--- src/rtl/strobe_seq.sv ---
// Counter-driven strobe sequencer: STROB1, optional STROB2, then GOT, with a
// one-cycle DONE pulse. Every width and gap is an exact clock count.
module strobe_seq #(
    parameter int unsigned S1_TICKS  = 3,
    parameter int unsigned S2_TICKS  = 3,
    parameter int unsigned GAP_TICKS = 1,
    parameter int unsigned GOT_TICKS = 2
) (
    input  logic clk,
    input  logic reset,
    input  logic start_,
    input  logic en,
    input  logic long,
    input  logic hold,
    output logic strob1,
    output logic strob2,
    output logic got,
    output logic busy,
    output logic done
);

    localparam int unsigned MAX_STROBE = (S1_TICKS > S2_TICKS) ? S1_TICKS : S2_TICKS;
    localparam int unsigned MAX_OTHER  = (GAP_TICKS > GOT_TICKS) ? GAP_TICKS : GOT_TICKS;
    localparam int unsigned MAX_TICKS  = (MAX_STROBE > MAX_OTHER) ? MAX_STROBE : MAX_OTHER;
    localparam int unsigned CW         = (MAX_TICKS < 2) ? 1 : $clog2(MAX_TICKS + 1);

    typedef enum logic [2:0] {
        IDLE = 3'd0,
        S1   = 3'd1,
        GAP1 = 3'd2,
        S2   = 3'd3,
        GAP2 = 3'd4,
        GOT  = 3'd5
    } state_t;

    state_t        state;
    logic [CW-1:0] cnt;
    logic          long_r;
    logic          trig_d;
    logic          trig;
    logic          trig_edge;
    logic          cnt_zero;

    assign trig      = ~start_ & en;
    assign trig_edge = trig & ~trig_d;
    assign cnt_zero  = (cnt == '0);

    // Outputs are registered alongside the state so each strobe mirrors its state exactly.
    always_ff @(posedge clk) begin
        // trig_d tracks trig even in reset, so a level held across release cannot start a sequence.
        trig_d <= trig;
        if (reset) begin
            state  <= IDLE;
            cnt    <= '0;
            long_r <= 1'b0;
            strob1 <= 1'b0;
            strob2 <= 1'b0;
            got    <= 1'b0;
            busy   <= 1'b0;
            done   <= 1'b0;
        end else begin
            done <= 1'b0;
            case (state)
                IDLE: begin
                    if (trig_edge) begin
                        state  <= S1;
                        cnt    <= CW'(S1_TICKS - 1);
                        long_r <= long;
                        strob1 <= 1'b1;
                        busy   <= 1'b1;
                    end
                end
                S1: begin
                    if (cnt_zero) begin
                        state  <= GAP1;
                        cnt    <= CW'(GAP_TICKS - 1);
                        strob1 <= 1'b0;
                    end else begin
                        cnt <= cnt - CW'(1);
                    end
                end
                GAP1: begin
                    if (cnt_zero) begin
                        if (long_r) begin
                            state  <= S2;
                            cnt    <= CW'(S2_TICKS - 1);
                            strob2 <= 1'b1;
                        end else begin
                            state <= GOT;
                            cnt   <= CW'(GOT_TICKS - 1);
                            got   <= 1'b1;
                        end
                    end else begin
                        cnt <= cnt - CW'(1);
                    end
                end
                S2: begin
                    if (cnt_zero) begin
                        state  <= GAP2;
                        cnt    <= CW'(GAP_TICKS - 1);
                        strob2 <= 1'b0;
                    end else begin
                        cnt <= cnt - CW'(1);
                    end
                end
                GAP2: begin
                    if (cnt_zero) begin
                        state <= GOT;
                        cnt   <= CW'(GOT_TICKS - 1);
                        got   <= 1'b1;
                    end else begin
                        cnt <= cnt - CW'(1);
                    end
                end
                GOT: begin
                    // Once the minimum width has elapsed, hold keeps GOT asserted with cnt parked at 0.
                    if (cnt_zero) begin
                        if (!hold) begin
                            state <= IDLE;
                            got   <= 1'b0;
                            busy  <= 1'b0;
                            done  <= 1'b1;
                        end
                    end else begin
                        cnt <= cnt - CW'(1);
                    end
                end
                default: begin
                    state  <= IDLE;
                    cnt    <= '0;
                    strob1 <= 1'b0;
                    strob2 <= 1'b0;
                    got    <= 1'b0;
                    busy   <= 1'b0;
                end
            endcase
        end
    end

endmodule

--- config.mk ---
export PLATFORM = sky130hd
export DESIGN_NAME = strobe_seq
export DESIGN_NICKNAME = d
export VERILOG_FILES = /design/src/rtl/strobe_seq.sv
export SDC_FILE = /design/constraint.sdc
export NUM_CORES = 1
export LEC_CHECK = 0
export ABC_AREA = 1
export BUFFER_PORTS_ARGS = -buffer_cell sky130_fd_sc_hd__buf_2
export CAP_MARGIN = 20
export CORE_AREA = 2 2 45 47
export DETAILED_ROUTE_END_ITERATION = 16
export DIE_AREA = 0 0 47 49
export SLEW_MARGIN = 20
export SYNTH_ARGS = -nofsm -noshare
export SYNTH_HDL_FRONTEND = slang
export SYNTH_SLANG_ARGS = --single-unit
--- constraint.sdc ---
create_clock -name clk -period 2.3 [get_ports clk]
set_input_delay 0.23 -clock clk [delete_from_list [all_inputs] [get_ports clk]]
set_output_delay 0.23 -clock clk [all_outputs]
set_load 0.01 [all_outputs]
==> results_dict.tcl <==
set metrics [dict create \
    reg2reg_depth 8 \
    rows 16 \
    clock-skew-final_ps 1.78 \
    routed.top_layer "met4" \
    via_per_inst 5.12 \
    crit_start "cnt[0]" \
    worst_slack_ps 840 \
    n_antenna_cell 0 \
    startpoint_type "flip-flop" \
    synth_edf_count 0 \
    r2r-end "state[1]" \
    synthArstFlopShare_pct 0 \
    cts.sinks 12 \
    post_cts_resized 0 \
    post_cts_buffers 0 \
    fill_cells 208 \
    critPathTopFamily "simple AND/OR/NAND/NOR gates" \
    die_w_um 47 \
    placed_area_um2 857 \
    slowest_delay_ps 340 \
    routed-wl-met2_um 806 \
    clk_pin_slew_ps 80 \
    ys_types 21 \
    synth-seq-area-share_pct 30.8 \
    slew_headroom_pct 81.2 \
    path_common_cell "inv_1" \
    clkLatencyLatePin_ps 280 \
    numCtsBuffers 3 \
    grt_max_degree 10 \
    max_freq_mhz 685 \
    grt_setup_unrepaired "false" \
    wirelength_mm 1.87 \
    design_area_um2 893 \
    clk_path_buf_depth 2 \
    dp_slack_ps 878 \
    vias 844 \
    seqPwrFrac_pct 29.9 \
    grt_pass1_wl_mm 3.29 \
    fin_cells 165 \
    min_period_over_period_pct 63.5 \
    ant_nets 0 \
    power_density_nw_per_um2 1210 \
    p_leak_nw 0.462 \
    yosysMostFrequentCell "nand2_1" \
    synth_nets 134 \
    final_nets 148 \
    cp_slowest_cell "dfxtp_1" \
    pwr-share-comb_pct 53.7 \
    rrSetupSlack_ps 840 \
    antenna_found_initial 0 \
    remaining_drc_errors 0 \
    wl_per_cell_um 11.3 \
    cts-root-buf "clkbuf_4" \
    worst_pin_slew_ps 282 \
    portBuffers 10 \
    wl_met3_um 137 \
    core_area_um2 1840 \
    ys_warn_count 0 \
    syn_to_final_growth_pct 14.4 \
    ys_top_cells_by_area "dfxtp_1 (31%), nand2_1 (16%), nor2_1 (7.2%), a21oi_1 (6.4%), nand3_1 (6.4%)" \
    critical_path_depth 8 \
    wl_met1_um 854 \
    drv_cap 0 \
    synthFlopType "dfxtp_1" \
    cp.required_ps 2520 \
    worstSetupPathType "reg -> reg" \
    grt_pass1_vias 781 \
    synthDominantCellAreaShare_pct 30.8 \
    power_switching_mw 0.523 \
    endpoint "state[1]" \
    p_int_mw 0.557 \
    gr-total-overflow 0 \
    cts_tree "built" \
    post-place-cells 161 \
    p_clk_share_pct 16.4 \
    holdWs_ps 178 \
    die_y_um 49 \
    die_area_um2 2300 \
    drive_above_1_share_pct 21.7 \
    syn-cell-area_um2 781 \
    finalCriticalPeriod_ps 1460 \
    swShare_pct 48.4 \
    drtIter0Drc 35 \
    hold_buffers 0 \
    setup_viol 0 \
    finalMaxSlewViolations 0 \
    min_path_type "in -> reg" \
    synth_cells 125 \
    dp_hpwl_mm 1.44 \
    path_cells "inv_1 > ha_1 > inv_2 > nand2_1 > inv_1 > nor2_1 > nand3_1 > a21oi_1" \
    synth_common_cells "nand2_1 (34), nor2_1 (15), dfxtp_1 (12)" \
    place.gp.congestion 0.952 \
    ys_ff_latch 12 \
    hold_violations 0 \
    cp_max_fo 9 \
    r2r_start "cnt[0]" \
    dr.pass1.iters 4 \
    status "finished clean" \
    yosysTopAreaCell "dfxtp_1" \
    fin_setup_tns_ps 0 \
    syn_area_per_cell_um2 6.25 \
    io_pins 11 \
    end_kind "flip-flop" \
    irDropWorstVdd_mv 0.503 \
    cp_num_buf_inv 3 \
    arrival_ps 1680 \
    grt.total_usage_pct 19.3 \
    start_util_pct 42.4 \
    h-tree-depth 1 \
]
metrics by stage:
step                      utilization (%)  total power [mW]
after floorplan                         -             0.772
after global placement               46.5             0.896
after detailed placement             46.5             0.899
after CTS                            48.5              1.08
after global routing                 48.5              1.19
final                                48.5              1.08
flip-flops by register name (all words and copies together) (netlist names):
register,flops
state,3
done,1
long_r,1
busy,1
trig_d,1
got,1
strob2,1
strob1,1
cnt,2
metal layers:
layer / global-route usage [%] / vias up
li1: - / 431
met1: 27.9 / 366
met2: 26.7 / 38
met3: 3.70 / 9
met4: 9.72 / 0
met5: 0 / -
cell type report:
class	instances	area [µm²]	area share (%)
inverter	18	67.6	7.56
timing repair buffer	10	50.0	5.60
tap	27	33.8	3.78
clock buffer	4	36.3	4.06
multi-input combinational	94	465	52.1
sequential	12	240	26.9
power groups by stage:
| stage | logic [mW] | registers [mW] | clock network (mW) |
|---|---|---|---|
| detailed placement | 0.571 | 0.328 | 0 |
| finish | 0.580 | 0.323 | 0.178 |
| global placement | 0.570 | 0.326 | 0 |
| global route | 0.663 | 0.334 | 0.193 |
| floorplan | 0.458 | 0.314 | 0 |
| CTS | 0.576 | 0.323 | 0.179 |
cell families (layout without fill, tap and decap cells):
kind of cell / count (synthesis) / in the layout / synth area share [%]
simple gates: 71 / 71 / 41.5
compound gates: 20 / 20 / 13.3
fa+ha+maj: 3 / 3 / 4.81
buf+inv: 19 / 32 / 9.62
flops: 12 / 12 / 30.8
worst reg2reg max path, stage by stage (launching register included):
cell	delay (ps)
dfxtp_1	340
inv_1	110
ha_1	260
inv_2	120
nand2_1	100
inv_1	50
nor2_1	180
nand3_1	100
a21oi_1	140
how the worst min path moves through the flow:
stage / startpoint / end / slack [ps] / depth (start not counted)
after floorplan: reset / cnt[0] / 300 / 1
after global placement: strob2 / strob2 / 450 / 2
after detailed placement: strob2 / strob2 / 460 / 2
after CTS: hold / done / 170 / 2
after global routing: hold / done / 180 / 2
final: hold / done / 180 / 2
placed cells by master (no fill, tap or decap), drive strengths merged:
cell type and n:
a21oi 10, nor2 17, nand3 12, inv 18, o21ai 8, ha 3, nand4 2, nand2 37
a31oi 1, o211ai 1, clkbuf 4, nor3 2, dfxtp 12, buf 10, or2 1
Power figures use the tool's default switching activity.
